## src/rtl/uart_pkg.sv

```systemverilog
// Shared UART definitions: frame-state encoding and parity-type constants,
// used by both the TX parity generator and the RX parity checker.
package uart_pkg;

  typedef enum logic [1:0] {
    IDLE   = 2'd0,
    DATA   = 2'd1,
    PARITY = 2'd2,
    DONE   = 2'd3
  } uart_state_e;

  localparam logic PAR_EVEN = 1'b0;
  localparam logic PAR_ODD  = 1'b1;

  // Width of a counter that must reach n-1 (never narrower than one bit).
  function automatic int cnt_width(input int n);
    return (n > 1) ? $clog2(n) : 1;
  endfunction

  // Parity bit the transmitter sends for a word whose bits XOR to data_xor.
  function automatic logic expected_parity(input logic par_typ, input logic data_xor);
    return (par_typ == PAR_ODD) ? ~data_xor : data_xor;
  endfunction

endpackage

```

## src/rtl/parity_check_if.sv

```systemverilog
// Bit-sampler side and RX-FSM side signals of the RX parity checker.
// With `PAR_ERR_CNT_EN defined, the error-counter clear and count are added.
interface parity_check_if #(
  parameter int DATA_WIDTH    = 8
`ifdef PAR_ERR_CNT_EN
  , parameter int ERR_CNT_WIDTH = 8
`endif
);
  logic                  PAR_EN;
  logic                  PAR_TYP;
  logic                  start;
  logic                  bit_valid;
  logic                  sampled_bit;
  logic                  busy;
  logic [DATA_WIDTH-1:0] P_DATA;
  logic                  data_valid;
  logic                  par_err;
`ifdef PAR_ERR_CNT_EN
  logic                     err_cnt_clr;
  logic [ERR_CNT_WIDTH-1:0] err_cnt;
`endif

  modport master (
    output PAR_EN, PAR_TYP, start, bit_valid, sampled_bit,
`ifdef PAR_ERR_CNT_EN
    output err_cnt_clr,
    input  err_cnt,
`endif
    input  busy, P_DATA, data_valid, par_err
  );

  modport slave (
    input  PAR_EN, PAR_TYP, start, bit_valid, sampled_bit,
`ifdef PAR_ERR_CNT_EN
    input  err_cnt_clr,
    output err_cnt,
`endif
    output busy, P_DATA, data_valid, par_err
  );

endinterface

```

## src/rtl/rx_bit_counter.sv

```systemverilog
// Data-bit counter for one RX frame: counts accepted bits, flags the last
// one (count == DATA_WIDTH-1). Synchronous clear has priority over enable.
module rx_bit_counter
  import uart_pkg::*;
#(
  parameter int DATA_WIDTH = 8
) (
  input  logic clk_i,
  input  logic rst_i,
  input  logic en_i,
  input  logic clr_i,
  output logic tc_o
);
  localparam int CNT_W = cnt_width(DATA_WIDTH);

  logic [CNT_W-1:0] cnt_q, cnt_d;

  // Next count: clear first, then increment on an accepted bit.
  // NOTE: every always_comb output gets a default first so no latch is inferred.
  always_comb begin
    cnt_d = cnt_q;
    if (clr_i)     cnt_d = '0;
    else if (en_i) cnt_d = cnt_q + CNT_W'(1);
  end

  // Count register.
  always_ff @(posedge clk_i or posedge rst_i) begin
    if (rst_i) cnt_q <= '0;
    else       cnt_q <= cnt_d;
  end

  assign tc_o = (cnt_q == CNT_W'(DATA_WIDTH - 1));

endmodule

```

## src/rtl/parity_check.sv

```systemverilog
// RX parity checker: deserialises DATA_WIDTH bits (LSB first) plus an optional
// parity bit, recomputes parity and flags a mismatch. Define `PAR_ERR_CNT_EN to
// add a saturating parity-error counter with a clear input.
module parity_check
  import uart_pkg::*;
#(
  parameter int DATA_WIDTH    = 8
`ifdef PAR_ERR_CNT_EN
  , parameter int ERR_CNT_WIDTH = 8
`endif
) (
  input logic          CLK,
  input logic          RST,
  parity_check_if.slave bus
);
  uart_state_e           state_q, state_d;
  logic                  par_en_q, par_typ_q, xor_q;
  logic [DATA_WIDTH-1:0] shift_q, shift_d, p_data_q;
  logic                  data_valid_q, par_err_q, busy_q;
  logic                  bit_accept, cnt_en, cnt_clr, cnt_tc;
  logic                  last_bit, parity_bit, parity_bad;

  // start wins over a coincident bit strobe; that bit is dropped.
  assign bit_accept = bus.bit_valid & ~bus.start;
  assign cnt_en     = bit_accept & (state_q == DATA);
  assign last_bit   = cnt_en & cnt_tc;
  assign parity_bit = bit_accept & (state_q == PARITY);
  assign cnt_clr    = bus.start | last_bit;
  assign shift_d    = {bus.sampled_bit, shift_q[DATA_WIDTH-1:1]};
  assign parity_bad = (bus.sampled_bit != expected_parity(par_typ_q, xor_q));

  rx_bit_counter #(.DATA_WIDTH(DATA_WIDTH)) u_bit_cnt (
    .clk_i (CLK),
    .rst_i (RST),
    .en_i  (cnt_en),
    .clr_i (cnt_clr),
    .tc_o  (cnt_tc)
  );

  // Next-state: start restarts from any state; DONE lasts exactly one cycle.
  always_comb begin
    state_d = state_q;
    if (bus.start) begin
      state_d = DATA;
    end else begin
      unique case (state_q)
        IDLE:    state_d = IDLE;
        DATA:    if (last_bit) state_d = par_en_q ? PARITY : DONE;
        PARITY:  if (parity_bit) state_d = DONE;
        DONE:    state_d = IDLE;
        default: state_d = IDLE;
      endcase
    end
  end

  // State register.
  // NOTE: sequential state uses non-blocking assignments so all flops update together.
  always_ff @(posedge CLK or posedge RST) begin
    if (RST) state_q <= IDLE;
    else     state_q <= state_d;
  end

  // Frame datapath: config latch, shift/XOR accumulation, registered outputs.
  // NOTE: the shift register is small control-path state, so it is reset like the rest.
  always_ff @(posedge CLK or posedge RST) begin
    if (RST) begin
      par_en_q     <= 1'b0;
      par_typ_q    <= PAR_EVEN;
      xor_q        <= 1'b0;
      shift_q      <= '0;
      p_data_q     <= '0;
      data_valid_q <= 1'b0;
      par_err_q    <= 1'b0;
      busy_q       <= 1'b0;
    end else begin
      data_valid_q <= 1'b0;
      busy_q       <= (state_d == DATA) || (state_d == PARITY);
      if (bus.start) begin
        par_en_q  <= bus.PAR_EN;
        par_typ_q <= bus.PAR_TYP;
        xor_q     <= 1'b0;
        shift_q   <= '0;
        par_err_q <= 1'b0;
      end else begin
        if (cnt_en) begin
          shift_q <= shift_d;
          xor_q   <= xor_q ^ bus.sampled_bit;
        end
        if (last_bit && !par_en_q) begin
          p_data_q     <= shift_d;
          data_valid_q <= 1'b1;
        end
        if (parity_bit) begin
          p_data_q     <= shift_q;
          data_valid_q <= 1'b1;
          par_err_q    <= parity_bad;
        end
      end
    end
  end

  assign bus.busy       = busy_q;
  assign bus.P_DATA     = p_data_q;
  assign bus.data_valid = data_valid_q;
  assign bus.par_err    = par_err_q;

`ifdef PAR_ERR_CNT_EN
  logic [ERR_CNT_WIDTH-1:0] err_cnt_q;

  // Saturating count of frames completing with a parity error; clear wins.
  always_ff @(posedge CLK or posedge RST) begin
    if (RST)                                      err_cnt_q <= '0;
    else if (bus.err_cnt_clr)                     err_cnt_q <= '0;
    else if (parity_bit && parity_bad && (err_cnt_q != '1))
                                                  err_cnt_q <= err_cnt_q + ERR_CNT_WIDTH'(1);
  end

  assign bus.err_cnt = err_cnt_q;
`endif

endmodule

```

## src/flat_wrapper.sv

```systemverilog
// flat-port wrapper written by rule: the top's interface ports become plain ports
module parity_check_flat import uart_pkg::*;
#(
  parameter int DATA_WIDTH    = 8

)
  (CLK, RST, bus_PAR_EN, bus_PAR_TYP, bus_start, bus_bit_valid, bus_sampled_bit, bus_busy, bus_P_DATA, bus_data_valid, bus_par_err);
  parity_check_if #(.DATA_WIDTH(DATA_WIDTH)) bus_i ();
  input logic CLK;
  input logic RST;
  input wire logic [$bits(bus_i.PAR_EN)-1:0] bus_PAR_EN;
  input wire logic [$bits(bus_i.PAR_TYP)-1:0] bus_PAR_TYP;
  input wire logic [$bits(bus_i.start)-1:0] bus_start;
  input wire logic [$bits(bus_i.bit_valid)-1:0] bus_bit_valid;
  input wire logic [$bits(bus_i.sampled_bit)-1:0] bus_sampled_bit;
  output wire logic [$bits(bus_i.busy)-1:0] bus_busy;
  output wire logic [$bits(bus_i.P_DATA)-1:0] bus_P_DATA;
  output wire logic [$bits(bus_i.data_valid)-1:0] bus_data_valid;
  output wire logic [$bits(bus_i.par_err)-1:0] bus_par_err;
  assign bus_i.PAR_EN = bus_PAR_EN;
  assign bus_i.PAR_TYP = bus_PAR_TYP;
  assign bus_i.start = bus_start;
  assign bus_i.bit_valid = bus_bit_valid;
  assign bus_i.sampled_bit = bus_sampled_bit;
  assign bus_busy = bus_i.busy;
  assign bus_P_DATA = bus_i.P_DATA;
  assign bus_data_valid = bus_i.data_valid;
  assign bus_par_err = bus_i.par_err;
  parity_check #(.DATA_WIDTH(DATA_WIDTH)) u_core (.CLK(CLK), .RST(RST), .bus(bus_i));
endmodule
```

## config.mk

```make
export PLATFORM = sky130hd
export DESIGN_NAME = parity_check_flat
export DESIGN_NICKNAME = d
export VERILOG_FILES = /design/src/rtl/uart_pkg.sv /design/src/rtl/parity_check_if.sv /design/src/rtl/rx_bit_counter.sv /design/src/rtl/parity_check.sv /design/src/flat_wrapper.sv
export SDC_FILE = /design/constraint.sdc
export NUM_CORES = 1
export LEC_CHECK = 0
export ABC_AREA = 0
export CAP_MARGIN = 20
export CORE_UTILIZATION = 35
export CTS_BUF_LIST = sky130_fd_sc_hd__clkbuf_8
export CTS_CLUSTER_DIAMETER = 50
export DETAILED_ROUTE_END_ITERATION = 10
export GPL_TIMING_DRIVEN = 0
export HOLD_SLACK_MARGIN = 0.1
export PLACE_DENSITY = 0.54
export SLEW_MARGIN = 20
export SYNTH_ARGS = -nofsm -noshare
export SYNTH_HDL_FRONTEND = slang
export SYNTH_HIERARCHICAL = 1
export SYNTH_SLANG_ARGS = --single-unit
```

## constraint.sdc

```tcl
create_clock -name CLK -period 5.7 [get_ports CLK]
set_clock_uncertainty 0.15 [all_clocks]
set_input_delay 1.14 -clock CLK [delete_from_list [all_inputs] [get_ports CLK]]
set_output_delay 1.14 -clock CLK [all_outputs]
set_load 0.05 [all_outputs]
```

After elaboration in Yosys (flattened, before gate mapping)
Index checks and enable logic that the tools add are counted.
Widths: inputs -> output; s select.
- input bits: 7
- bits in registers: 27
- bits in read-only memories: 0
- bits in latches: 0
- memories kept: 0
- word-level logic and storage cells: 55
- RAM bits: 0
- output and inout port bits: 11
- bitwise operators: 8
- eq/ne operators: 7
- multiplexer cells: 19
- $add $sub $neg: 1
- div/mod/pow operators: 0
- reduce and logical (&&, ||, !) cells: 10
- shift-type cells: 0
- $mul: 0
- order comparisons: 0
- operators by type and width (kind ; number):
    $mux 8 ; 4
    $mux 1 ; 9
    $reduce_bool 2->1 ; 4
    $eq 2x2->1 const B ; 3
    $mux 2 ; 3
    $mux 3 ; 2
    $pmux 2 s3 ; 1
    $and 1x1->1 ; 4
    $eq 2x1->1 const B ; 2
    $add 3x1->3 const B ; 1
    $eq 3x3->1 const B ; 1
    $logic_not 2->1 ; 1
    $not 1->1 ; 2
    $reduce_and 2->1 ; 1
    $reduce_or 2->1 ; 1
    $logic_and 1x1->1 ; 1
    $logic_not 1->1 ; 1
    $logic_or 1x1->1 ; 1
    $ne 1x1->1 ; 1
    $or 1x1->1 ; 1
    $xor 1x1->1 ; 1

Longest topological paths before layout
Gate-level depths: netlist of run 1.
- depth in word-level cells: 9
- gate-level depth with buffers: 7
- mapped depth without buffers: 5

Hierarchy
The synthesis of run 1 kept the hierarchy.
- by module, submodules not included (module ; cells each ; instances ; area an instance (um^2)):
    parity_check ; 97 ; 1 ; 1182.4
    rx_bit_counter ; 12 ; 1 ; 143.9

Least setup slack after synthesis of run 1
Ideal clock, no wire load.
- path type: input-to-reg
- from: in bus_start
- to: reg u_core.p_data_q[0] (netlist: u_core/bus.P_DATA[0])
- stages on the path: 5
- path buffers: 2
- arrival time: 2.219 ns
- data required time: 5.425 ns
- setup time: 0.125 ns
- slack: 3.206 ns
- path through: buf_6 and4bb_1 buf_6 mux2_4 mux2_4
- cells in the longest elaborated chain, start to end: 7
- RTL lines (element ; line ; RTL):
    start, declared ; flat_wrapper.sv:13 ; input wire logic [$bits(bus_i.start)-1:0] bus_start;
    $not 1->1 (no source line) * ; - ;
    $and 1x1->1 ; parity_check.sv:24 ; assign bit_accept = bus.bit_valid & ~bus.start;
    $and 1x1->1 ; parity_check.sv:25 ; assign cnt_en = bit_accept & (state_q == DATA);
    $and 1x1->1 ; parity_check.sv:26 ; assign last_bit = cnt_en & cnt_tc;
    $logic_and 1x1->1 ; parity_check.sv:89 ; if (last_bit && !par_en_q) begin
    $reduce_bool 2->1 (no source line) ; - ;
    $reduce_and 2->1 (no source line) ; - ;
    end signal, assigned ; parity_check.sv:90 ; p_data_q <= shift_d;
    end signal, assigned ; parity_check.sv:94 ; p_data_q <= shift_q;
    end, declared ; parity_check.sv:18 ; logic [DATA_WIDTH-1:0] shift_q, shift_d, p_data_q;
Mark *: on every way between the ends. The rest lies on a longest branch, timed or not.
A chain may end at the register's enable or synchronous reset.

Final worst setup path of run 1
- from: in bus_bit_valid
- to: reg u_core.u_bit_cnt.cnt_q[0]
- cells in the longest elaborated chain, start to end: 5
- RTL lines (element ; line ; RTL):
    start, declared ; flat_wrapper.sv:14 ; input wire logic [$bits(bus_i.bit_valid)-1:0] bus_bit_valid;
    $and 1x1->1 * ; parity_check.sv:24 ;
    $and 1x1->1 * ; parity_check.sv:25 ;
    named net u_core.cnt_en ; parity_check.sv:20 ; logic bit_accept, cnt_en, cnt_clr, cnt_tc;
    $and 1x1->1 * ; parity_check.sv:26 ;
    $or 1x1->1 * ; parity_check.sv:28 ; assign cnt_clr = bus.start | last_bit;
    named net u_core.cnt_clr ; parity_check.sv:20 ;
    $mux 3 or $reduce_bool 2->1 (tied branches) ; - ;
    end signal, assigned ; rx_bit_counter.sv:29 ; else cnt_q <= cnt_d;
    end, declared ; rx_bit_counter.sv:16 ; logic [CNT_W-1:0] cnt_q, cnt_d;
The timed path passes the listed nets; every way through them passes the cells marked *.

==> impl_metrics.csv, run 1 <==
group,metric,value,unit
critical_path,cpMostUsedCell,"nand2_1",
cts,clock_tree.root_cell,"clkbuf_8",
cts,tritoncts_clock_tree,"built",
critical_path,critical_path_peak_fanout,12,
run_status,status,"finished clean",
sta,postLayoutSetupSlackWorst,2.85,ns
critical_path,reg2reg_setup_slack,3.75,ns
min_path,hold_class,"reg2reg",
route,drt.antenna.violating_nets,0,
critical_path,critPathRequiredTime,5.72,ns
pwr,power_leakage,0.702,nW
critical_path,path_delay_family,"buffers and inverters",
route,wl_met3,72,um
logic_synthesis,syn-mean-instance-area,12.2,um^2
sta,period_share,50.0,%
placement,hpwlAfterDp,1460,um
sta,tightestPinTransition,0.902,ns
cts,cts-root-to-sink-buffers,2,
critical_path,path_buf_inv,3,
grt,global_route.overflow_total,0,
final_layout,final_layout_size_suffix_gt1_share,21.7,%
cts,cts_max_level,1,
grt,grt_pass1_vias,796,
final_layout,num_antenna_cells,0,
final_layout,areaGrowthSynthToFinish,20.1,%
placement,placement.io_buffers,16,
route,routed_wirelength,2200,um
pwr,comb_power_share,8.7,%
cts,cts_hold_buffers,0,
logic_synthesis,postSynthRegisterBits,27,
floorplan,die_area,4040,um^2
logic_synthesis,ys_warn_count,6,
min_path,hold_start,"u_core/bus.P_DATA[0]",
pwr,highest_ir_drop_seen_on_vdd,0.000142,V
cts,numClockSinks,27,
logic_synthesis,total_nets_after_synthesis,118,
final_layout,layout.cells.most_common,"dfrtp_1",
floorplan,floorplan.rows,21,
route,routed_wire_length_per_instance,12.6,um
logic_synthesis,synth_sequential_area_ratio,50.9,%
logic_synthesis,ys_types,28,
cts,cts_resized,0,
critical_path,regToRegEndpoint,"u_core/bus.P_DATA[0]",
critical_path,worstReg2RegStart,"u_core/u_bit_cnt/cnt_q[0]",
grt,grt_start_max_net_pins,25,
route,met2RoutedLength,994,um
pwr,sequentialPowerShare,58.3,%
final_layout,layout.filler_cells,329,
grt,antenna_found_initial,0,
floorplan,initial_utilization,38.2,%
critical_path,crit_path_start_kind,"input pin",
sta,grt_setup_unrepaired,"no",
min_path,whs_endpoint,"u_core/bus.P_DATA[0]",
pwr,swShare,24.1,%
sta,timing_hold_violations_final,0,
grt,total_track_usage,12.3,%
grt,global_route_wire_length_before_repair,3730,um
critical_path,crit_type,"in2reg",
critical_path,cp_data_arrival_time,2.87,ns
sta,slew_viol_final,0,
critical_path,critical_path.max_stage_delay,0.61,ns
critical_path,crit_chain,"clkdlybuf4s50_1, and4bb_2, clkbuf_1, buf_2, nand2_1, nand2_1, nor2_1",
run,max_cap_viol_count,0,
logic_synthesis,number_of_standard_cells_after_synthesis,109,
route,drtPass1Iterations,4,
route,highest_layer,"met4",
route,dr.first_iter.drc_count,27,
floorplan,chipHeight,63.6,um
cts,clock_latency,0.28,ns
critical_path,cpMaxStageDelayCell,"clkdlybuf4s50_1",
final_layout,most_frequent_cells_in_the_layout,"27 x dfrtp_1, 20 x nand2_1, 16 x clkdlybuf4s50_1, 16 x mux2_4, 10 x o21ai_0",
critical_path,critPathCaptureType,"flip-flop",
sta,final.min_clock_period,2.85,ns
sta,setup-violations-final,0,
pwr,pwr-share-clk,33.0,%
floorplan,boundaryPins,18,
sta,maxSlewHeadroom,39.8,%
route,drc,0,
floorplan,core,3470,um^2
sta,timing.fmax,351,MHz
placement,place.gp.congestion,0.753,
pwr,p_int,260,uW
logic_synthesis,syn_std_cell_area,1330,um^2
floorplan,die_w,63.6,um
pwr,power.switching,82.4,uW
placement,worst_slack_placed,2.55,ns
critical_path,r2r_cell_count,5,
cts,cts_inserted_buffers,3,
route,wl_met1,1080,um
route,via_count_normalized_by_instance_count,4.66,
sta,timing.setup.tns,0,ns
final_layout,nNetsFinal,139,
cts,clkTransAtPathRegs,0.09,ns
cts,postCtsSetupBuffers,0,
min_path,whs_path_depth,1,
route,via_count,815,
pwr,cellPowerDensity,215,nW/um^2
## how the worst max path moves through the flow
stage                  startpoint                        end  cells after the start
finish              bus_bit_valid  u_core/u_bit_cnt/cnt_q[0]                      7
global placement    bus_bit_valid  u_core/u_bit_cnt/cnt_q[2]                      6
detailed placement  bus_bit_valid  u_core/u_bit_cnt/cnt_q[0]                      7
CTS                 bus_bit_valid  u_core/u_bit_cnt/cnt_q[0]                      7
floorplan               bus_start       u_core/bus.P_DATA[0]                      5
global route        bus_bit_valid  u_core/u_bit_cnt/cnt_q[0]                      7
## worst register-to-register path, cell delays in order (launching register included)
cell and delay [ns]:
dfrtp_1 0.37, ha_1 0.16, ha_1 0.22, nand4bb_1 0.19
a21oi_4 0.42, mux2_4 0.34
## metrics by stage
stage | utilization, % | hold slack [ns] | std cells | instance area, um^2 | power (mW)
finish | 45.9 | 0.365 | 175 | 1590 | 0.342
global route | 45.9 | 0.392 | 175 | 1590 | 0.361
CTS | 45.9 | 0.372 | 175 | 1590 | 0.348
detailed placement | 44.5 | 0.346 | 171 | 1540 | 0.234
global placement | 44.5 | 0.341 | 171 | 1540 | 0.233
floorplan | - | 0.340 | 109 | 1330 | 0.224
## registers in the layout (all words and copies together) (netlist names)
register and count:
u_core/bus.P_DATA 8, u_core/shift_q 8, u_core/u_bit_cnt/cnt_q 3, u_core/state_q 2, u_core/bus.busy 1, u_core/bus.data_valid 1, u_core/bus.par_err 1, u_core/par_en_q 1
u_core/par_typ_q 1, u_core/xor_q 1
## power groups by stage
stage	sequential [mW]	clock [mW]	combinational [mW]
final	0.200	0.113	0.0297
after global routing	0.200	0.128	0.0326
after CTS	0.200	0.118	0.0303
after detailed placement	0.203	0	0.0302
after global placement	0.203	0	0.0294
after floorplan	0.204	0	0.0196
## layout make-up
cell class                 count  area (um^2)  area share, %
sequential                    27          676           42.4
multi-input combinational     74          604           37.9
timing repair buffer          16          160           10.1
tap                           46         57.6           3.61
clock buffer                   3         41.3           2.59
buffer                         4         31.3           1.96
inverter                       4         15.0          0.943
clock inverter                 1         7.51          0.471
## kinds of logic (layout without fill, tap and decap cells)
group	after synthesis	count (layout)	share of synthesized area (%)
buf+inv	8	28	3.49
simple gates	33	33	12.5
compound gates	15	15	7.17
xor+xnor	4	4	2.64
mux	20	20	21.3
flops	27	27	50.9
fa+ha+maj	2	2	1.89
## synth_stat cells
library cell / instances / area, um^2
or3_1: 1 / 6.26
buf_2: 1 / 5.00
and4bb_2: 1 / 12.5
o21ai_0: 10 / 50.1
and4bb_1: 1 / 12.5
a31oi_1: 1 / 6.26
ha_1: 2 / 25.0
nand4b_1: 1 / 8.76
nor2_1: 4 / 15.0
o221ai_1: 1 / 8.76
inv_1: 3 / 11.3
dfrtp_1: 27 / 676
nand4bb_1: 1 / 11.3
nand2b_1: 2 / 12.5
clkinv_1: 1 / 3.75
nand3_1: 1 / 5.00
mux2_4: 16 / 240
mux2i_1: 2 / 20.0
mux2_2: 2 / 22.5
buf_6: 2 / 22.5
clkbuf_1: 1 / 3.75
nor3b_1: 1 / 7.51
nand2_1: 20 / 75.1
a21oi_1: 1 / 5.00
xnor2_1: 3 / 26.3
a21o_2: 1 / 8.76
a21oi_4: 1 / 16.3
xor2_1: 1 / 8.76
## per-layer routing
metal	up-vias	GRT usage, %
li1	413	-
met1	383	15.9
met2	14	18.0
met3	5	3.80
met4	0	7.39
met5	-	0
No activity file was read; power rests on OpenSTA's default activity.
==> run 2, diff against run 1 <==
--- a/config.mk
+++ b/config.mk
@@ -13,7 +13,7 @@
 export DETAILED_ROUTE_END_ITERATION = 10
 export GPL_TIMING_DRIVEN = 0
 export HOLD_SLACK_MARGIN = 0.1
-export PLACE_DENSITY = 0.54
+export PLACE_DENSITY = 0.56
 export SLEW_MARGIN = 20
 export SYNTH_ARGS = -nofsm -noshare
 export SYNTH_HDL_FRONTEND = slang
==> constraint.sdc (replaced) <==
create_clock -name CLK -period 2.35 [get_ports CLK]
set_clock_uncertainty 0.15 [all_clocks]
set_input_delay 0.47 -clock CLK [delete_from_list [all_inputs] [get_ports CLK]]
set_output_delay 0.47 -clock CLK [all_outputs]
set_load 0.05 [all_outputs]
==> run 2 against run 1 <==
  * Worst hold slack got worse by 0.13 ns
  * Register-to-register slack got worse by 3.3 ns
  * Via count grew 2.3%
  * First-iteration DRC count increased by 22%
  * Worst setup slack got worse by 2.7 ns
  * Final cell count unchanged
  * Sequential power rose by 140%
  * Clock power rose by 130%
  * Highest routed layer unchanged
==> impl_metrics.csv, run 2 (same netlist as run 1, synthesis figures left out) <==
group,metric,value,unit
cts,postCtsSetupBuffers,0,
placement,place.gp.congestion,0.725,
final_layout,nNetsFinal,139,
cts,clock_latency,0.27,ns
cts,cts_hold_buffers,0,
pwr,swShare,23.1,%
pwr,highest_ir_drop_seen_on_vdd,0.000492,V
sta,grt_setup_unrepaired,"no",
final_layout,final_standard_cell_area_without_fillers,1590,um^2
sta,slew_viol_final,0,
sta,period_share,93.4,%
placement,place.detailed.instances,171,
floorplan,core,3470,um^2
final_layout,multi_input_area,604,um^2
pwr,pwr-share-clk,32.0,%
sta,timing.fmax,455,MHz
cts,clkTransAtPathRegs,0.08,ns
route,routed_wirelength,2150,um
cts,cts_max_level,1,
final_layout,postLayoutCoreUtil,45.9,%
route,routed_wire_length_per_instance,12.3,um
placement,hpwlAfterDp,1530,um
grt,grt_pass1_vias,799,
critical_path,critPathRequiredTime,2.36,ns
route,drtPass1Iterations,3,
floorplan,chipHeight,63.6,um
pwr,p_int,630,uW
critical_path,path_buf_inv,3,
final_layout,areaGrowthSynthToFinish,20.1,%
grt,global_route_wire_length_before_repair,3610,um
pwr,power_leakage,0.702,nW
route,via_count,834,
final_layout,final-seq-area,676,um^2
floorplan,boundaryPins,18,
critical_path,critical_path.max_stage_delay,0.62,ns
pwr,power.switching,189,uW
final_layout,num_antenna_cells,0,
critical_path,cp_data_arrival_time,2.20,ns
cts,numClockSinks,27,
placement,placement.io_buffers,16,
sta,timing_hold_violations_final,0,
pwr,cellPowerDensity,514,nW/um^2
route,dr.first_iter.drc_count,33,
final_layout,most_frequent_cells_in_the_layout,"27 x dfrtp_1, 20 x nand2_1, 16 x clkdlybuf4s50_1, 16 x mux2_4, 10 x o21ai_0",
floorplan,floorplan.rows,21,
pwr,sequentialPowerShare,59.1,%
final_layout,post_layout_nonfiller_instances,175,
grt,antenna_found_initial,0,
route,drc,0,
route,via_count_normalized_by_instance_count,4.77,
critical_path,path_delay_family,"buffers and inverters",
route,drt.antenna.violating_nets,0,
final_layout,layout.cells.most_common,"dfrtp_1",
critical_path,crit_type,"in2reg",
cts,cts-root-to-sink-buffers,2,
min_path,hold_class,"in2async",
critical_path,crit_path_start_kind,"input pin",
critical_path,critPathCaptureType,"flip-flop",
critical_path,critical_path_peak_fanout,12,
cts,tritoncts_clock_tree,"built",
final_layout,layout.filler_cells,328,
grt,global_route.overflow_total,0,
grt,total_track_usage,11.8,%
critical_path,crit_chain,"clkdlybuf4s50_1, and4bb_2, clkbuf_1, buf_2, mux2i_1, nor2_1",
sta,tightestPinTransition,0.908,ns
floorplan,die_w,63.6,um
critical_path,cpMaxStageDelayCell,"clkdlybuf4s50_1",
final_layout,final_layout_size_suffix_gt1_share,21.7,%
grt,grt_start_max_net_pins,25,
cts,clock_tree.root_cell,"clkbuf_8",
pwr,comb_power_share,8.8,%
sta,setup-violations-final,0,
sta,maxSlewHeadroom,39.4,%
pwr,total_power,819,uW
cts,cts_inserted_buffers,3,
floorplan,initial_utilization,38.2,%
placement,post_placement_cell_area,1540,um^2
run_status,status,"finished clean",
floorplan,die_area,4040,um^2
cts,cts_resized,0,
sta,final.min_clock_period,2.20,ns
run,max_cap_viol_count,0,
run 2: cell counts in the layout (fill, tap and decap cells not counted):
No cell type changed its count.
run 2: path summary, 6_finish.rpt:
| path | from | end | slack, ns | cells past startpoint |
|---|---|---|---|---|
| min reg2reg | u_core/bus.P_DATA[0] | u_core/bus.P_DATA[0] | 0.36 | 1 |
| min | RST | u_core/u_bit_cnt/cnt_q[2] | 0.23 | 2 |
| max in group asynchronous | RST | u_core/bus.busy | 0.92 | 2 |
| max | bus_bit_valid | u_core/u_bit_cnt/cnt_q[1] | 0.15 | 6 |
| min in group CLK | bus_start | u_core/xor_q | 0.24 | 2 |
| max reg2reg | u_core/u_bit_cnt/cnt_q[0] | u_core/bus.P_DATA[0] | 0.41 | 5 |
run 2: layout make-up:
cell class | count | area share (%)
Tap cell | 46 | 3.61
Clock inverter | 1 | 0.471
Multi-Input combinational cell | 74 | 37.9
Clock buffer | 3 | 2.59
Sequential cell | 27 | 42.4
Timing Repair Buffer | 16 | 10.1
Buffer | 4 | 1.96
Inverter | 4 | 0.943
run 2: metal layers:
metal | global-route usage, % | part of all wire, % | vias up
met5 | 0 | 0 | -
met4 | 3.41 | 1.1 | 0
met3 | 3.80 | 3.0 | 2
met2 | 20.9 | 49 | 11
met1 | 13.4 | 46 | 409
li1 | - | - | 412
run 2: worst reg2reg max path: stages, from the launching register on:
cell       delay (ns)
dfrtp_1          0.38
ha_1             0.15
ha_1             0.20
nand4bb_1        0.18
a21oi_4          0.43
mux2_4           0.34
run 2: through the flow:
| step | TNS, ns | setup slack, ns | hold WS (ns) |
|---|---|---|---|
| after floorplan | 0 | 0.526 | 0.0736 |
| after global placement | -0.290 | -0.101 | 0.343 |
| after detailed placement | -0.369 | -0.127 | 0.347 |
| after CTS | 0 | 0.157 | 0.224 |
| after global routing | 0 | 0.00218 | 0.220 |
| final | 0 | 0.154 | 0.233 |
run 2: power groups by stage:
stage	clock (mW)	combinational [mW]	sequential (mW)
2_1_floorplan	0	0.0476	0.495
3_3_place_gp	0	0.0714	0.493
3_5_place_dp	0	0.0743	0.494
4_1_cts	0.280	0.0745	0.485
5_1_grt	0.300	0.0806	0.486
6_report	0.263	0.0725	0.484
==> run 3, diff against run 2 <==
--- a/config.mk
+++ b/config.mk
@@ -6,14 +6,14 @@
 export NUM_CORES = 1
 export LEC_CHECK = 0
 export ABC_AREA = 0
-export CAP_MARGIN = 20
-export CORE_UTILIZATION = 35
+export CORE_UTILIZATION = 50
 export CTS_BUF_LIST = sky130_fd_sc_hd__clkbuf_8
 export CTS_CLUSTER_DIAMETER = 50
 export DETAILED_ROUTE_END_ITERATION = 10
+export GPL_ROUTABILITY_DRIVEN = 0
 export GPL_TIMING_DRIVEN = 0
 export HOLD_SLACK_MARGIN = 0.1
-export PLACE_DENSITY = 0.56
+export PLACE_DENSITY = 0.76
 export SLEW_MARGIN = 20
 export SYNTH_ARGS = -nofsm -noshare
 export SYNTH_HDL_FRONTEND = slang
==> run 3 against run 2 <==
  * Sequential share of layout area is 0.61 points higher
  * Clock power is 4% lower
  * Worst setup slack worse by 0.016 ns
  * Highest routed layer unchanged
==> impl_metrics.csv, run 3 (same netlist as run 1, synthesis figures left out) <==
group,metric,value,unit
sta,timing_hold_violations_final,0,
final_layout,layout.cells.most_common,"dfrtp_1",
cts,numClockSinks,27,
cts,cts_inserted_buffers,3,
placement,placement.io_buffers,16,
placement,worst_slack_placed,-0.137,ns
route,drt.antenna.violating_nets,0,
route,routed_wirelength,2090,um
placement,hpwlAfterDp,1520,um
sta,tightestPinTransition,0.895,ns
floorplan,boundaryPins,18,
final_layout,areaGrowthSynthToFinish,18.4,%
sta,grt_setup_unrepaired,"no",
pwr,power_leakage,0.706,nW
critical_path,path_delay_family,"buffers and inverters",
critical_path,regToRegEndpoint,"u_core/bus.P_DATA[7]",
pwr,cellPowerDensity,516,nW/um^2
cts,clkTransAtPathRegs,0.09,ns
critical_path,r2r_cell_count,5,
cts,cts_resized,0,
critical_path,critPathCaptureType,"flip-flop",
route,via_count_normalized_by_instance_count,5.38,
critical_path,critical_path.max_stage_delay,0.62,ns
sta,postLayoutSetupSlackWorst,0.138,ns
cts,clock_tree.root_cell,"clkbuf_8",
final_layout,final_layout_size_suffix_gt1_share,21.7,%
critical_path,cpMaxStageDelayCell,"clkdlybuf4s50_1",
floorplan,chipHeight,53.5,um
floorplan,die_w,53.5,um
critical_path,crit_chain,"clkdlybuf4s50_1, and4bb_2, clkbuf_1, buf_2, mux2i_1, nor2_1",
critical_path,crit_type,"in2reg",
critical_path,cp_data_arrival_time,2.23,ns
critical_path,reg2reg_setup_slack,0.42,ns
cts,tritoncts_clock_tree,"built",
critical_path,critPathRequiredTime,2.36,ns
route,routed_wire_length_per_instance,13.1,um
sta,timing.fmax,452,MHz
critical_path,crit_path_start_kind,"input pin",
sta,period_share,94.1,%
route,drtPass1Iterations,4,
cts,cts_max_level,1,
sta,setup-violations-final,0,
grt,grt_pass1_vias,790,
run_status,status,"finished clean",
cts,cts-root-to-sink-buffers,2,
sta,slew_viol_final,0,
critical_path,path_buf_inv,3,
min_path,hold_class,"in2async",
final_layout,nNetsFinal,139,
cts,clock_latency,0.27,ns
grt,grt_start_max_net_pins,25,
sta,timing.setup.tns,0,ns
sta,maxSlewHeadroom,40.3,%
grt,global_route_wire_length_before_repair,3440,um
floorplan,core,2500,um^2
grt,global_route.overflow_total,0,
floorplan,initial_utilization,53.1,%
floorplan,floorplan.rows,18,
pwr,highest_ir_drop_seen_on_vdd,0.000358,V
critical_path,critical_path_peak_fanout,12,
final_layout,num_antenna_cells,0,
route,dr.first_iter.drc_count,9,
grt,total_track_usage,17.0,%
cts,postCtsSetupBuffers,0,
grt,antenna_found_initial,0,
final_layout,most_frequent_cells_in_the_layout,"27 x dfrtp_1, 20 x nand2_1, 16 x clkdlybuf4s50_1, 16 x mux2_4, 10 x o21ai_0",
run,max_cap_viol_count,0,
floorplan,die_area,2860,um^2
critical_path,worstReg2RegStart,"u_core/u_bit_cnt/cnt_q[0]",
cts,cts_hold_buffers,0,
route,drc,0,
sta,final.min_clock_period,2.21,ns
route,via_count,855,
[run 3: power breakdown]
group          switching, mW  internal, mW
Combinational         0.0378        0.0345
Sequential           0.00896         0.475
Clock                  0.135         0.119
[run 3: how the worst max path moves through the flow]
stage,from,end,slack (ns),cells after the start
after floorplan,bus_start,u_core/bus.P_DATA[0],0.53,5
after global placement,bus_bit_valid,u_core/u_bit_cnt/cnt_q[2],-0.05,6
after detailed placement,bus_bit_valid,u_core/u_bit_cnt/cnt_q[1],-0.14,6
after CTS,bus_bit_valid,u_core/u_bit_cnt/cnt_q[1],0.16,6
after global routing,bus_bit_valid,u_core/u_bit_cnt/cnt_q[1],0.05,6
final,bus_bit_valid,u_core/u_bit_cnt/cnt_q[1],0.14,6
[run 3: layout make-up]
class | instances | area, um^2
Inverter | 4 | 15.0
Sequential cell | 27 | 676
Clock inverter | 1 | 5.00
Timing Repair Buffer | 16 | 160
Fill cell | 182 | 930
Tap cell | 30 | 37.5
Buffer | 4 | 31.3
Clock buffer | 3 | 41.3
Multi-Input combinational cell | 74 | 604
[run 3: layer usage]
layer	share of wire [%]	GRT usage [%]	vias to the layer above
met5	0	0	-
met3	2.7	1.72	4
met1	47	21.2	412
met4	1.6	10.5	0
li1	-	-	419
met2	49	27.9	20
[run 3: stage by stage]
stage	power (mW)	utilization, %	cell area, um^2	cells	hold slack (ns)
3_3_place_gp	0.563	61.0	1520	155	0.345
6_report	0.810	62.8	1570	159	0.227
2_1_floorplan	0.542	-	1330	109	0.0736
4_1_cts	0.828	62.8	1570	159	0.221
3_5_place_dp	0.567	61.0	1520	155	0.343
5_1_grt	0.848	62.8	1570	159	0.244
